### src/rtl/pr_bridge_pkg.sv
// rtl/pr_bridge_pkg.sv - shared state encoding and default parameters for pr_bridge
package pr_bridge_pkg;

  typedef enum logic [1:0] {
    ST_IDLE   = 2'd0,
    ST_ACCESS = 2'd1,
    ST_DONE   = 2'd2,
    ST_ERR    = 2'd3
  } state_t;

  localparam int          DEF_DEV_NUM   = 3;
  localparam logic [15:0] DEF_BASE_ADDR = 16'h7f00;
  localparam int          DEF_DEV_SPAN  = 16;
  localparam int          DEF_TIMEOUT   = 15;
  localparam int          CNT_W         = 8;

endpackage

### src/rtl/pr_irq_sync.sv
// rtl/pr_irq_sync.sv - two-flop synchroniser for asynchronous level inputs
module pr_irq_sync #(
  parameter int WIDTH = 1
) (
  input  logic             clk,
  input  logic             rst,
  input  logic [WIDTH-1:0] d,
  output logic [WIDTH-1:0] q
);

  logic [WIDTH-1:0] meta;

  always_ff @(posedge clk or negedge rst) begin
    if (!rst) begin
      meta <= '0;
      q    <= '0;
    end else begin
      meta <= d;
      q    <= meta;
    end
  end

endmodule

### src/rtl/pr_bridge.sv
// rtl/pr_bridge.sv - CPU peripheral bridge: window decode, req/ack with timeout, IRQ fold
module pr_bridge
  import pr_bridge_pkg::*;
#(
  parameter int          DEV_NUM   = DEF_DEV_NUM,
  parameter logic [15:0] BASE_ADDR = DEF_BASE_ADDR,
  parameter int          DEV_SPAN  = DEF_DEV_SPAN,
  parameter int          TIMEOUT   = DEF_TIMEOUT
) (
  input  logic                        clk,
  input  logic                        rst,
  input  logic                        pr_req,
  input  logic [29:0]                 pr_addr,
  input  logic                        pr_we,
  input  logic [3:0]                  pr_be,
  input  logic [31:0]                 pr_wdata,
  output logic [31:0]                 pr_rdata,
  output logic                        pr_ready,
  output logic                        pr_err,
  output logic [5:0]                  hw_int,
  output logic [DEV_NUM-1:0]          dev_sel,
  output logic [$clog2(DEV_SPAN)-3:0] dev_addr,
  output logic                        dev_we,
  output logic [3:0]                  dev_be,
  output logic [31:0]                 dev_wdata,
  input  logic [32*DEV_NUM-1:0]       dev_rdata,
  input  logic [DEV_NUM-1:0]          dev_ack,
  input  logic [DEV_NUM-1:0]          dev_irq
);

  localparam int          SPAN_LG   = $clog2(DEV_SPAN);
  localparam logic [16:0] WIN_BYTES = 17'(DEV_NUM * DEV_SPAN);

  state_t             state;
  logic [CNT_W-1:0]   cnt;
  logic [15:0]        byte_addr;
  logic [15:0]        off;
  logic               hit;
  logic [DEV_NUM-1:0] sel_dec;
  logic [31:0]        rdata_mux;
  logic               ack_hit;
  logic [DEV_NUM-1:0] irq_q;

  assign byte_addr = {pr_addr[13:0], 2'b00};
  assign off       = byte_addr - BASE_ADDR;
  assign hit       = (pr_addr[29:14] == '0) && (byte_addr >= BASE_ADDR) &&
                     ({1'b0, off} < WIN_BYTES);

  always_comb begin
    sel_dec = '0;
    for (int i = 0; i < DEV_NUM; i++) begin
      sel_dec[i] = (int'(32'(off) >> SPAN_LG) == i);
    end
  end

  // dev_sel is one-hot, so it doubles as the read-data mux select and ack mask
  always_comb begin
    rdata_mux = '0;
    for (int i = 0; i < DEV_NUM; i++) begin
      if (dev_sel[i]) rdata_mux = dev_rdata[i*32 +: 32];
    end
  end

  assign ack_hit = |(dev_ack & dev_sel);

  always_ff @(posedge clk or negedge rst) begin
    if (!rst) begin
      state     <= ST_IDLE;
      cnt       <= '0;
      dev_sel   <= '0;
      dev_addr  <= '0;
      dev_we    <= 1'b0;
      dev_be    <= '0;
      dev_wdata <= '0;
      pr_rdata  <= '0;
      pr_ready  <= 1'b0;
      pr_err    <= 1'b0;
    end else begin
      pr_ready <= 1'b0;
      pr_err   <= 1'b0;
      case (state)
        ST_IDLE: begin
          if (pr_req && hit) begin
            dev_sel   <= sel_dec;
            dev_addr  <= byte_addr[SPAN_LG-1:2];
            dev_we    <= pr_we;
            dev_be    <= pr_be;
            dev_wdata <= pr_wdata;
            cnt       <= '0;
            state     <= ST_ACCESS;
          end else if (pr_req) begin
            pr_ready <= 1'b1;
            pr_err   <= 1'b1;
            pr_rdata <= '0;
            state    <= ST_ERR;
          end
        end
        ST_ACCESS: begin
          // an ack in the final allowed cycle still wins over the timeout
          if (ack_hit) begin
            pr_rdata <= dev_we ? 32'd0 : rdata_mux;
            dev_sel  <= '0;
            pr_ready <= 1'b1;
            state    <= ST_DONE;
          end else if (cnt == CNT_W'(TIMEOUT - 1)) begin
            dev_sel  <= '0;
            pr_ready <= 1'b1;
            pr_err   <= 1'b1;
            pr_rdata <= '0;
            state    <= ST_ERR;
          end else begin
            cnt <= cnt + 1'b1;
          end
        end
        ST_DONE: state <= ST_IDLE;
        ST_ERR:  state <= ST_IDLE;
        default: state <= ST_IDLE;
      endcase
    end
  end

  pr_irq_sync #(.WIDTH(DEV_NUM)) u_irq_sync (
    .clk (clk),
    .rst (rst),
    .d   (dev_irq),
    .q   (irq_q)
  );

  always_comb begin
    hw_int              = '0;
    hw_int[DEV_NUM-1:0] = irq_q;
  end

endmodule

### config.mk
export PLATFORM = sky130hd
export DESIGN_NAME = pr_bridge
export DESIGN_NICKNAME = d
export VERILOG_FILES = /design/src/rtl/pr_bridge_pkg.sv /design/src/rtl/pr_irq_sync.sv /design/src/rtl/pr_bridge.sv
export SDC_FILE = /design/constraint.sdc
export NUM_CORES = 1
export LEC_CHECK = 0
export CELL_PAD_IN_SITES_DETAIL_PLACEMENT = 0
export CELL_PAD_IN_SITES_GLOBAL_PLACEMENT = 2
export CORE_MARGIN = 4
export CORE_UTILIZATION = 20
export DETAILED_ROUTE_END_ITERATION = 8
export PLACE_DENSITY = 0.83
export SLEW_MARGIN = 20
export SYNTH_ARGS = -nofsm -noshare
export SYNTH_HDL_FRONTEND = slang
export SYNTH_SLANG_ARGS = --single-unit
### constraint.sdc
create_clock -name clk -period 1.9 [get_ports clk]
set_input_delay 0.38 -clock clk [delete_from_list [all_inputs] [get_ports clk]]
set_output_delay 0.38 -clock clk [all_outputs]
set_load 0.02 [all_outputs]
==> results list <==
- Status: finished, final reports clean
- In the final layout, the share of cells above drive strength 1 is 23.5%.
* Data required time at the worst endpoint: 2130 ps
* # IOs: 254
- Measured along the x axis, the die boundary spans 158 um.
* Met2 Usage GRT: 21.0%
* Max IR drop VDD: 0.418 mV
- Entering global routing, the biggest net connects 62 pins.
- For met1 alone, demand over resource in global routing was 15.2%.
- Post-synthesis sequential area ratio: 51.5%
* Reg-to-Reg End: dev_sel[1]
- Measured along the y axis, the die boundary spans 158 um.
* Final Slew Violations: 0
- Clock Pin Slew Worst Setup and Hold Paths: 70 ps
- Worst skew pair latency: 340 ps
- The first TritonRoute pass finished after 5 iterations.
* Count of nets left with antenna violations after detail routing: 0
- The initialized floorplan defines 54 standard-cell rows.
- Maximum fanout encountered on the critical timing path: 8
* Initial drt markers: 185
- A synthesized cell averages 10.3 um^2.
- The first global-routing pass estimated 24500 um of wire.
- The critical path in this run is classified as input pin to register.
- Clk sink count: 92
- Counting both buffers and inverters, the worst setup path holds a total of 3.
- The number of global-route vias before repair is 4458.
- In the final layout, the multi-input gates occupy 2280 um^2.
* H-tree depth: 3
- Die area: 24800 um^2
* Count of max-cap constraint violations: 0
- Relative to the synthesized area, the layout overhead comes to 89.5%.
- Dividing the detail-routed via count by the number of cells gives 4.44.
- Post-route core utilization: 38.7%
- The finished layout holds 1007 standard cells, fillers aside.
- Leaving out fill and tap cells, the most frequent cell in the layout is sky130_fd_sc_hd__clkdlybuf4s50_1.
- Maximum cell stage delay along the critical path: 330 ps
- Data arrival time of the critical path: 2070 ps
- Cells on worst reg2reg path: 7
- Critical path cell sequence: dlygate4sd2_1 > nor4b_2 > buf_4 > nand3_4 > nor3_4 > and2_4 > clkbuf_16 > mux2_4
- STA classifies the critical path startpoint as an input pin.
- Achievable clock frequency: 543 MHz
* Total congestion overflow: 0
- After detailed routing, the total wire length is 17600 um.
- The tightest min-delay check is of the input pin to async pin type.
* GP Congestion: 0.735
* Vias post-DR: 4470
- Count of final hold-check violations: 0
- WHS: 25.2 ps
- In the finished design, the share of the clock period the worst path needs comes to 96.9%.
- In the layout the commonest cells are 221 x sky130_fd_sc_hd__clkdlybuf4s50_1, 90 x sky130_fd_sc_hd__dfrtp_1, 41 x sky130_fd_sc_hd__buf_4.
* Total half-perimeter wirelength after legalization and detailed placement: 12600 um
- Among all stages on the critical path, the largest delay is contributed by sky130_fd_sc_hd__and2_4.
- In this run the deepest clock path goes through 2 buffers.
- #FFs+latches synth: 92
- YS warnings: 0
* Worst-case clock skew: 5.71 ps
- Total power: 5230 uW
- Busiest grt layer: met2
- Launch instance of the worst register-to-register path: cnt[0]
- Worst setup EP type: register
- Yosys mapped the design onto 40 distinct sky130hd cell types.
- The number of hold buffers added after CTS was 0.
- Final std cell area, no fill: 8470 um^2
- After the last flow step, the layout net total stands at 896.
- The number of antenna violations at the first check in global routing was 0.
- The initial utilization of the core area, before any placement, comes to 20.4%.
- Count of input and output buffers: 250
- CP top delay family: simple AND/OR/NAND/NOR gates
* Mapped cell area: 4470 um^2
- Final-report setup violation count: 0
- Summed over all cells, the static leakage comes to 0.00355 uW.
- Routed length per instance: 17.5 um
* Dpl cell area: 7640 um^2
* Placed cells: 973
* Remaining routing DRC violations: 0
* Sequential cell area: 2300 um^2
- In the global route stage, met3 resource usage came out at 5.36%.
* Clock root buffer master: sky130_fd_sc_hd__clkbuf_16
- Power spread over the standard cell area amounts to 617 nW/um^2.
- R2R Setup Slk: 110 ps
- Number of buffers created by CTS: 9
- Post-route minimum period: 1840 ps
- The number of antenna diodes in the final layout is 0.
* Area inside the core boundary: 21900 um^2
* Global router's overall resource usage: 12.7%
- Filler Cells Inserted: 2230
- Synthesis produced 433 cells.
* CTS tree: yes
## cell type report
class                   instances  area share [%]
multi-input cells             302            26.9
inverters                       4           0.177
well taps                     280            4.13
repair buffers                313            38.1
flip-flops and latches         92            27.2
clock buffers                   9            2.66
clock inverters                 7           0.768
## sequential cells by signal, summed over array words and instances (netlist names)
| signal | flops |
|---|---|
| dev_we | 1 |
| cnt | 8 |
| dev_wdata | 32 |
| pr_rdata | 32 |
| pr_err | 1 |
| u_irq_sync.meta | 3 |
| u_irq_sync.q | 3 |
| dev_addr | 2 |
| dev_be | 4 |
| dev_sel | 3 |
| pr_ready | 1 |
| state | 2 |
## worst reg2reg max path, cell delays in order (launching register included)
cell and delay (ps):
sky130_fd_sc_hd__dfrtp_1 380, sky130_fd_sc_hd__inv_1 80, sky130_fd_sc_hd__ha_1 150, sky130_fd_sc_hd__nand4b_1 130
sky130_fd_sc_hd__or4_4 450, sky130_fd_sc_hd__a21boi_2 160, sky130_fd_sc_hd__o21bai_2 110, sky130_fd_sc_hd__a32o_1 220
## metal layers
layer  share of wire (%)  vias to the layer above
li1                    -                     2151
met1                  41                     2114
met2                  47                      190
met3                  11                       15
met4                 1.4                        0
met5                   0                        -
## how the worst max path moves through the flow
stage / start / to / slack, ps / cells after the start
after floorplan: dev_sel[1] / pr_rdata[10] / -40 / 8
after global placement: pr_addr[5] / dev_wdata[1] / -540 / 8
after detailed placement: pr_addr[5] / dev_wdata[27] / -600 / 8
after CTS: pr_addr[6] / dev_wdata[15] / -20 / 8
after global routing: pr_addr[22] / dev_wdata[21] / -20 / 7
final: pr_addr[4] / dev_be[0] / 60 / 8
## where the power goes
| part | leakage, uW | switching [uW] | internal (uW) |
|---|---|---|---|
| Combinational | 0.00214 | 602 | 690 |
| Clock | 0.000146 | 867 | 926 |
| Sequential | 0.00126 | 84.1 | 2060 |
| Total | 0.00355 | 1550 | 3670 |
## kinds of logic (layout without fill, tap and decap cells)
family / count (synthesis) / after routing / synth area share [%]
xor gates and xnor gates: 5 / 5 / 0.980
adders and majority gates: 2 / 2 / 0.560
AOI/OAI and AO/OA: 112 / 112 / 16.0
and+or+nand+nor: 141 / 141 / 16.7
buffers and inverters: 41 / 333 / 4.42
muxes: 39 / 39 / 9.82
DFF: 92 / 92 / 51.5
other: 1 / 3 / 0.0839
## synth_stat cells (all sizes together)
library cell | n | area share [%]
a21boi | 1 | 0.17
a21oi | 37 | 4.1
a221oi | 32 | 6.3
a222oi | 1 | 0.22
a32o | 3 | 0.67
and2 | 2 | 0.34
and3 | 4 | 0.56
and4 | 1 | 0.20
buf | 16 | 2.3
clkbuf | 21 | 1.8
conb | 1 | 0.084
dfrtp | 92 | 51
ha | 2 | 0.56
inv | 4 | 0.34
mux2 | 39 | 9.8
nand2 | 38 | 3.4
nand2b | 1 | 0.14
nand3 | 9 | 1.0
nand4b | 1 | 0.20
nor2 | 7 | 0.59
nor2b | 34 | 4.8
nor3 | 33 | 3.8
nor4 | 6 | 0.84
nor4b | 1 | 0.20
o2111ai | 1 | 0.20
o21ai | 35 | 4.0
o21bai | 1 | 0.17
o22ai | 1 | 0.14
or2 | 1 | 0.14
or3 | 1 | 0.14
or3b | 1 | 0.20
or4 | 1 | 0.20
xor2 | 5 | 0.98
## metrics by stage
| stage | worst slack, ps | setup TNS [ps] |
|---|---|---|
| CTS | -16.6 | -41.5 |
| global route | -19.0 | -289 |
| detailed placement | -601 | -40860 |
| floorplan | -42.5 | -1260 |
| finish | 59.3 | 0 |
| global placement | -537 | -36010 |
## what timing repair did
| item | CTS | global route |
|---|---|---|
| endpoints found under the setup margin | 56 | 57 |
| setup buffers | 3 | 6 |
| pin swaps | 4 | 15 |
| endpoints found under the hold margin | 0 | 0 |
| resized for setup | 38 | 87 |
| gates cloned | 2 | 8 |
Note: power is estimated with default switching activity, not from simulation.
